--- src/rtl/wd_apb_pkg.sv ---
// Shared definitions for the watchdog APB initiator and the watchdog slave:
// FSM state encoding, watchdog register map and the timeout fill word.
package wd_apb_pkg;

  typedef enum logic [2:0] {
    ST_IDLE,
    ST_SETUP,
    ST_ACCESS,
    ST_RDCAP,
    ST_GAP
  } state_e;

  // Watchdog register map; must stay in sync with the slave decoder.
  localparam logic [7:0] reg_StartValue = 8'h00;
  localparam logic [7:0] reg_feeddog    = 8'h04;
  localparam logic [7:0] reg_mode       = 8'h08;

  // Read data returned when an ACCESS wait times out.
  localparam logic [31:0] TIMEOUT_FILL = 32'hDEAD_BEEF;

endpackage

--- src/rtl/wd_apb_master_if.sv ---
// Command port plus APB bus of the watchdog APB initiator.
// Optional macro WD_APB_MASTER_PREADY_EN adds pready (slave wait states)
// and ptimeout (wait-limit pulse).
interface wd_apb_master_if #(
  parameter int AW = 8,
  parameter int DW = 32
);

  // Command / response side
  logic          cmd_valid;
  logic          cmd_ready;
  logic          cmd_write;
  logic [AW-1:0] cmd_addr;
  logic [DW-1:0] cmd_wdata;
  logic          rsp_valid;
  logic [DW-1:0] rsp_rdata;

  // APB side
  logic          psel;
  logic          penable;
  logic          pwrite;
  logic [AW-1:0] paddr;
  logic [DW-1:0] pwdata;
  logic [DW-1:0] prdata;
`ifdef WD_APB_MASTER_PREADY_EN
  logic          pready;
  logic          ptimeout;
`endif

`ifdef WD_APB_MASTER_PREADY_EN
  modport master (
    input  cmd_valid, cmd_write, cmd_addr, cmd_wdata, prdata, pready,
    output cmd_ready, rsp_valid, rsp_rdata,
    output psel, penable, pwrite, paddr, pwdata, ptimeout
  );

  modport slave (
    output cmd_valid, cmd_write, cmd_addr, cmd_wdata, prdata, pready,
    input  cmd_ready, rsp_valid, rsp_rdata,
    input  psel, penable, pwrite, paddr, pwdata, ptimeout
  );
`else
  modport master (
    input  cmd_valid, cmd_write, cmd_addr, cmd_wdata, prdata,
    output cmd_ready, rsp_valid, rsp_rdata,
    output psel, penable, pwrite, paddr, pwdata
  );

  modport slave (
    output cmd_valid, cmd_write, cmd_addr, cmd_wdata, prdata,
    input  cmd_ready, rsp_valid, rsp_rdata,
    input  psel, penable, pwrite, paddr, pwdata
  );
`endif

endinterface

--- src/rtl/wd_apb_master.sv ---
// APB initiator for the watchdog register block. One accepted command
// becomes one SETUP + ACCESS transfer; reads return the slave's registered
// prdata in the RDCAP cycle that follows ACCESS.
// Optional macro WD_APB_MASTER_PREADY_EN: ACCESS waits for pready, with a
// 16-bit wait limit that abandons the transfer and pulses ptimeout.
module wd_apb_master
  import wd_apb_pkg::*;
#(
  parameter int AW       = 8,
  parameter int DW       = 32,
  parameter int IDLE_GAP = 0   // 0..15
) (
  input  logic            pclk,
  input  logic            prst_,
  wd_apb_master_if.master bus
);

`ifdef WD_APB_MASTER_PREADY_EN
  localparam int CNT_W = 16;
`else
  localparam int CNT_W = 4;
`endif

  localparam logic [CNT_W-1:0] GAP_LAST = CNT_W'((IDLE_GAP > 0) ? IDLE_GAP - 1 : 0);

  state_e           r_state;
  logic             r_psel;
  logic             r_penable;
  logic             r_pwrite;
  logic [AW-1:0]    r_paddr;
  logic [DW-1:0]    r_pwdata;
  logic             r_rsp_valid;
  logic [DW-1:0]    r_rsp_rdata;
  logic [CNT_W-1:0] r_cnt;       // GAP length, or ACCESS wait cycles
`ifdef WD_APB_MASTER_PREADY_EN
  logic             r_ptimeout;
`endif

  state_e w_after_rsp;
  logic   w_access_done;

  assign w_after_rsp = (IDLE_GAP > 0) ? ST_GAP : ST_IDLE;

`ifdef WD_APB_MASTER_PREADY_EN
  assign w_access_done = bus.pready;
`else
  assign w_access_done = 1'b1;
`endif

  // Transfer sequencer: state, APB drive registers, response and counter.
  always_ff @(posedge pclk) begin
    // NOTE: reset is synchronous, so it lives inside the clocked branch and
    // only takes effect on a pclk edge; it is not in the sensitivity list.
    if (!prst_) begin
      r_state     <= ST_IDLE;
      r_psel      <= 1'b0;
      r_penable   <= 1'b0;
      r_pwrite    <= 1'b0;
      r_paddr     <= '0;
      r_pwdata    <= '0;
      r_rsp_valid <= 1'b0;
      r_rsp_rdata <= '0;
      r_cnt       <= '0;
`ifdef WD_APB_MASTER_PREADY_EN
      r_ptimeout  <= 1'b0;
`endif
    end else begin
      // NOTE: non-blocking assignments everywhere here, so every branch sees
      // the pre-edge register values and these defaults are safely overridden.
      r_rsp_valid <= 1'b0;
      r_rsp_rdata <= '0;
`ifdef WD_APB_MASTER_PREADY_EN
      r_ptimeout  <= 1'b0;
`endif
      case (r_state)
        ST_IDLE: begin
          if (bus.cmd_valid) begin
            r_pwrite <= bus.cmd_write;
            r_paddr  <= bus.cmd_addr;
            r_pwdata <= bus.cmd_write ? bus.cmd_wdata : '0;
            r_psel   <= 1'b1;
            r_state  <= ST_SETUP;
          end
        end
        ST_SETUP: begin
          r_penable <= 1'b1;
          r_cnt     <= '0;
          r_state   <= ST_ACCESS;
        end
        ST_ACCESS: begin
          if (w_access_done) begin
            r_psel    <= 1'b0;
            r_penable <= 1'b0;
            r_cnt     <= '0;
            if (r_pwrite) begin
              r_rsp_valid <= 1'b1;
              r_state     <= w_after_rsp;
            end else begin
              r_state <= ST_RDCAP;
            end
          end
`ifdef WD_APB_MASTER_PREADY_EN
          else if (r_cnt == 16'hFFFE) begin
            // 65535th wait cycle: give up on the slave.
            r_psel      <= 1'b0;
            r_penable   <= 1'b0;
            r_cnt       <= '0;
            r_ptimeout  <= 1'b1;
            r_rsp_valid <= 1'b1;
            r_rsp_rdata <= DW'(TIMEOUT_FILL);
            r_state     <= w_after_rsp;
          end else begin
            r_cnt <= r_cnt + CNT_W'(1);
          end
`endif
        end
        ST_RDCAP: begin
          r_cnt   <= '0;
          r_state <= w_after_rsp;
        end
        ST_GAP: begin
          if (r_cnt == GAP_LAST) begin
            r_cnt   <= '0;
            r_state <= ST_IDLE;
          end else begin
            r_cnt <= r_cnt + CNT_W'(1);
          end
        end
        default: r_state <= ST_IDLE;
      endcase
    end
  end

  assign bus.cmd_ready = prst_ && (r_state == ST_IDLE);
  assign bus.psel      = r_psel;
  assign bus.penable   = r_penable;
  assign bus.pwrite    = r_pwrite;
  assign bus.paddr     = r_paddr;
  assign bus.pwdata    = r_pwdata;

  // The slave registered prdata on the ACCESS edge, so during RDCAP it is
  // already stable and is forwarded straight onto the response.
  assign bus.rsp_valid = r_rsp_valid || (r_state == ST_RDCAP);
  assign bus.rsp_rdata = (r_state == ST_RDCAP) ? bus.prdata : r_rsp_rdata;

`ifdef WD_APB_MASTER_PREADY_EN
  assign bus.ptimeout  = r_ptimeout;
`endif

endmodule

--- src/flat_wrapper.sv ---
// flat-port wrapper written by rule: the top's interface ports become plain ports
module wd_apb_master_flat import wd_apb_pkg::*;
#(
  parameter int AW       = 8,
  parameter int DW       = 32,
  parameter int IDLE_GAP = 0           
)
  (pclk, prst_, bus_cmd_valid, bus_cmd_write, bus_cmd_addr, bus_cmd_wdata, bus_prdata, bus_cmd_ready, bus_rsp_valid, bus_rsp_rdata, bus_psel, bus_penable, bus_pwrite, bus_paddr, bus_pwdata);
  wd_apb_master_if #(.AW(AW), .DW(DW)) bus_i ();
  input  logic pclk;
  input  logic prst_;
  input wire logic [$bits(bus_i.cmd_valid)-1:0] bus_cmd_valid;
  input wire logic [$bits(bus_i.cmd_write)-1:0] bus_cmd_write;
  input wire logic [$bits(bus_i.cmd_addr)-1:0] bus_cmd_addr;
  input wire logic [$bits(bus_i.cmd_wdata)-1:0] bus_cmd_wdata;
  input wire logic [$bits(bus_i.prdata)-1:0] bus_prdata;
  output wire logic [$bits(bus_i.cmd_ready)-1:0] bus_cmd_ready;
  output wire logic [$bits(bus_i.rsp_valid)-1:0] bus_rsp_valid;
  output wire logic [$bits(bus_i.rsp_rdata)-1:0] bus_rsp_rdata;
  output wire logic [$bits(bus_i.psel)-1:0] bus_psel;
  output wire logic [$bits(bus_i.penable)-1:0] bus_penable;
  output wire logic [$bits(bus_i.pwrite)-1:0] bus_pwrite;
  output wire logic [$bits(bus_i.paddr)-1:0] bus_paddr;
  output wire logic [$bits(bus_i.pwdata)-1:0] bus_pwdata;
  assign bus_i.cmd_valid = bus_cmd_valid;
  assign bus_i.cmd_write = bus_cmd_write;
  assign bus_i.cmd_addr = bus_cmd_addr;
  assign bus_i.cmd_wdata = bus_cmd_wdata;
  assign bus_i.prdata = bus_prdata;
  assign bus_cmd_ready = bus_i.cmd_ready;
  assign bus_rsp_valid = bus_i.rsp_valid;
  assign bus_rsp_rdata = bus_i.rsp_rdata;
  assign bus_psel = bus_i.psel;
  assign bus_penable = bus_i.penable;
  assign bus_pwrite = bus_i.pwrite;
  assign bus_paddr = bus_i.paddr;
  assign bus_pwdata = bus_i.pwdata;
  wd_apb_master #(.AW(AW), .DW(DW), .IDLE_GAP(IDLE_GAP)) u_core (.pclk(pclk), .prst_(prst_), .bus(bus_i));
endmodule
--- config.mk ---
export PLATFORM = sky130hd
export DESIGN_NAME = wd_apb_master_flat
export DESIGN_NICKNAME = d
export VERILOG_FILES = /design/src/rtl/wd_apb_pkg.sv /design/src/rtl/wd_apb_master_if.sv /design/src/rtl/wd_apb_master.sv /design/src/flat_wrapper.sv
export SDC_FILE = /design/constraint.sdc
export NUM_CORES = 1
export LEC_CHECK = 0
export CAP_MARGIN = 20
export CORE_MARGIN = 4
export CORE_UTILIZATION = 32
export DETAILED_ROUTE_END_ITERATION = 10
export PLACE_DENSITY = 0.81
export SETUP_SLACK_MARGIN = 0.15
export SYNTH_ARGS = -nofsm -noshare
export SYNTH_HDL_FRONTEND = slang
export SYNTH_SLANG_ARGS = --single-unit
--- constraint.sdc ---
create_clock -name pclk -period 1.9 [get_ports pclk]
set_input_delay 0.38 -clock pclk [delete_from_list [all_inputs] [get_ports pclk]]
set_output_delay 0.38 -clock pclk [all_outputs]
set_load 0.03 [all_outputs]
==> impl_metrics.tcl <==
set metrics [dict create \
    slew-limit-headroom_pct 75.99 \
    worst_setup_path_end_kind "output pin" \
    cpPeakStageDelay_ns 0.68 \
    dr.pass1.iters 4 \
    cts.clk_slew.worst_paths_ns 0.08 \
    cp-start-kind "register" \
    h-tree-depth 2 \
    critPathBufInv 1 \
    cts_tree "yes" \
    outcome "completed" \
    critical_path_class "register to output pin" \
    critical_path_required_ns 1.52 \
    ioPinCount 153 \
    wirelength_um 5852 \
    groute.usage.overall_pct 16.91 \
    fillers 454 \
    wl_per_cell_um 14.63 \
    power.density_mw_per_mm2 867.9 \
    antenna_left 0 \
    grt_pass1_vias 1931 \
    initial_core_util_pct 32.99 \
    worstMarginPinSlew_ns 0.3601 \
    layout-drive-gt1-share_pct 17.07 \
    cts_sinks 46 \
    hpwl_um 4514 \
    setup_viol 0 \
    post-route-util_pct 64.54 \
    grt_overflow_total 0 \
    synth_cell_types 24 \
    cts_made_buffers 5 \
    crit_arrival_ns 1.33 \
    fmax_ghz 0.5857 \
    syn_area_mm2 0.001805 \
    met1_length_um 2450 \
    drtIter0Drc 66 \
    peakVddDrop_mv 0.5565 \
    area_growth_syn_to_layout_pct 95.63 \
    dr_wl_met3_um 514 \
    rows 27 \
    drc 0 \
    diodes 0 \
    finClkSkew_ns 0.004460 \
    finalHoldViolCount 0 \
    portBuffers 152 \
    synth_top_cell_by_area "dfxtp_1" \
    vias_per_cell 4.545 \
    syn_inst 175 \
    yosys_warnings 0 \
    yosysSeqAreaShare_pct 51.00 \
    synth_area_leaders "dfxtp_1 (51%), a22o_1 (16%), and2_1 (12%)" \
    slew_violations 0 \
    die_w_um 83.12 \
    grt_max_degree 34 \
    dieArea_mm2 0.006908 \
    highest_layer "met4" \
    cts_root_buf "clkbuf_8" \
    synth_nets 254 \
    grt_pass1_wl_um 9632 \
    min_period_ns 1.707 \
    vias 1818 \
    finalCritPeriodShare_pct 89.87 \
    die_h_um 83.12 \
    p_leak_nw 1.597 \
    drv_cap 0 \
    setup_tns_ns 0 \
    nets 406 \
    critical_path.max_fanout 2 \
    antenna_found_initial 0 \
    clock_latency_ns 0.29 \
    crit_chain "clkdlybuf4s50_1" \
    crit_family "buffers and inverters" \
    synth_top_area_share_pct 51.00 \
    hold_class "register to register" \
    crit_slowest_cell "clkdlybuf4s50_1" \
    place_congestion 0.7788 \
    core_area_mm2 0.005473 \
    cts.path.max_buffers 2 \
    rsz0062_at_grt "true" \
    synth-seq-cells 46 \
    met2_length_um 2834 \
    postSynthAreaPerCell_um2 10.32 \
]
[per-layer routing]
layer / global-route usage [%] / vias to the layer above
met5: 0 / -
met4: 4.012 / 0
met3: 6.548 / 7
met2: 29.15 / 105
met1: 19.71 / 805
li1: - / 901
[cells in the final DEF, fill, tap and decap left out, types with 2 or more instances in the layout]
master,Yosys,routed
clkdlybuf4s50_1,0,110
nand2_1,18,18
o211a_1,2,2
buf_12,0,4
dfxtp_4,0,2
dlymetal6s2s_1,0,7
buf_4,0,36
nand2b_1,2,2
a22o_1,32,32
nor2b_1,2,2
clkbuf_8,0,6
and2_1,34,34
bufinv_16,0,2
a21boi_0,9,9
inv_1,2,2
dfxtp_1,46,44
[power by group]
part	switching (mW)	internal (mW)
combinational	0.529	0.511
sequential	0.0685	1.07
clock	0.322	0.561
[state kept, by name, indices dropped and copies added, names as in the netlist]
name and count:
u_core.bus.pwrite 1, u_core.bus.pwdata 32, u_core.bus.paddr 8, u_core.r_rsp_valid 1
u_core.bus.penable 1, u_core.bus.psel 1, u_core.r_state 2
[per-stage QoR]
stage	worst slack [ns]	cells	power, mW	instance area (um^2)	hold WS (ns)
finish	0.1925	400	3.065	3532	0.4687
detailed placement	0.1382	391	2.192	3339	0.4557
CTS	0.1391	400	3.094	3503	0.4714
global placement	0.1643	391	2.180	3339	0.4516
global route	0.1482	400	3.216	3532	0.5011
floorplan	0.3145	175	1.703	1805	0.5126
[logic make-up (layout without fill, tap and decap cells)]
family | count (synthesis) | after routing | share of synthesized area [%]
adders and majority gates | 3 | 3 | 2.079
buffers and inverters | 16 | 169 | 5.267
and+or+nand+nor | 61 | 61 | 18.92
DFF | 46 | 46 | 51.00
AOI/OAI and AO/OA | 49 | 49 | 22.73
[final cells by class]
type | count | area [um^2] | area share, %
Clock inverter | 2 | 60.06 | 1.700
Inverter | 2 | 7.507 | 0.2125
Sequential cell | 46 | 928.4 | 26.28
Tap cell | 72 | 90.09 | 2.550
Timing Repair Buffer | 159 | 1559 | 44.14
Clock buffer | 6 | 82.58 | 2.338
Multi-Input combinational cell | 113 | 804.5 | 22.78
[cells in the mapped netlist]
cell      instances
a21boi_0          9
a21o_1            1
a21oi_1           1
a22o_1           32
a32o_1            1
and2_1           34
and2_4            1
and3_1            1
and3_4            1
buf_2             4
buf_6             4
clkbuf_1          6
dfxtp_1          46
ha_1              3
inv_1             2
nand2_1          18
nand2b_1          2
nor2_1            1
nor2b_1           2
o211a_1           2
o211ai_1          1
o21a_1            1
o21ai_0           1
or2_2             1
[worst paths after layout]
| path | from | endpoint | slack (ns) | cells past startpoint |
|---|---|---|---|---|
| worst min register to register | u_core.bus.paddr[0]$_SDFFE_PN0P_ | u_core.bus.paddr[0]$_SDFFE_PN0P_ | 0.47 | 2 |
| worst max register to register | u_core.r_state[0]$_SDFFE_PN0P_ | u_core.bus.pwdata[8]$_SDFFE_PN0P_ | 0.35 | 5 |
| worst max-delay path | u_core.bus.pwdata[7]$_SDFFE_PN0P_ | bus_pwdata[7] | 0.19 | 1 |
| worst min-delay path | u_core.bus.paddr[0]$_SDFFE_PN0P_ | u_core.bus.paddr[0]$_SDFFE_PN0P_ | 0.47 | 2 |
[timing repair]
action | in CTS | in global routing
setup endpoints to repair | 34 | 28
buffers inserted | 1 | 0
resized for setup | 5 | 11
hold buffers | 0 | 0
No activity file was read; power rests on OpenSTA's default activity.
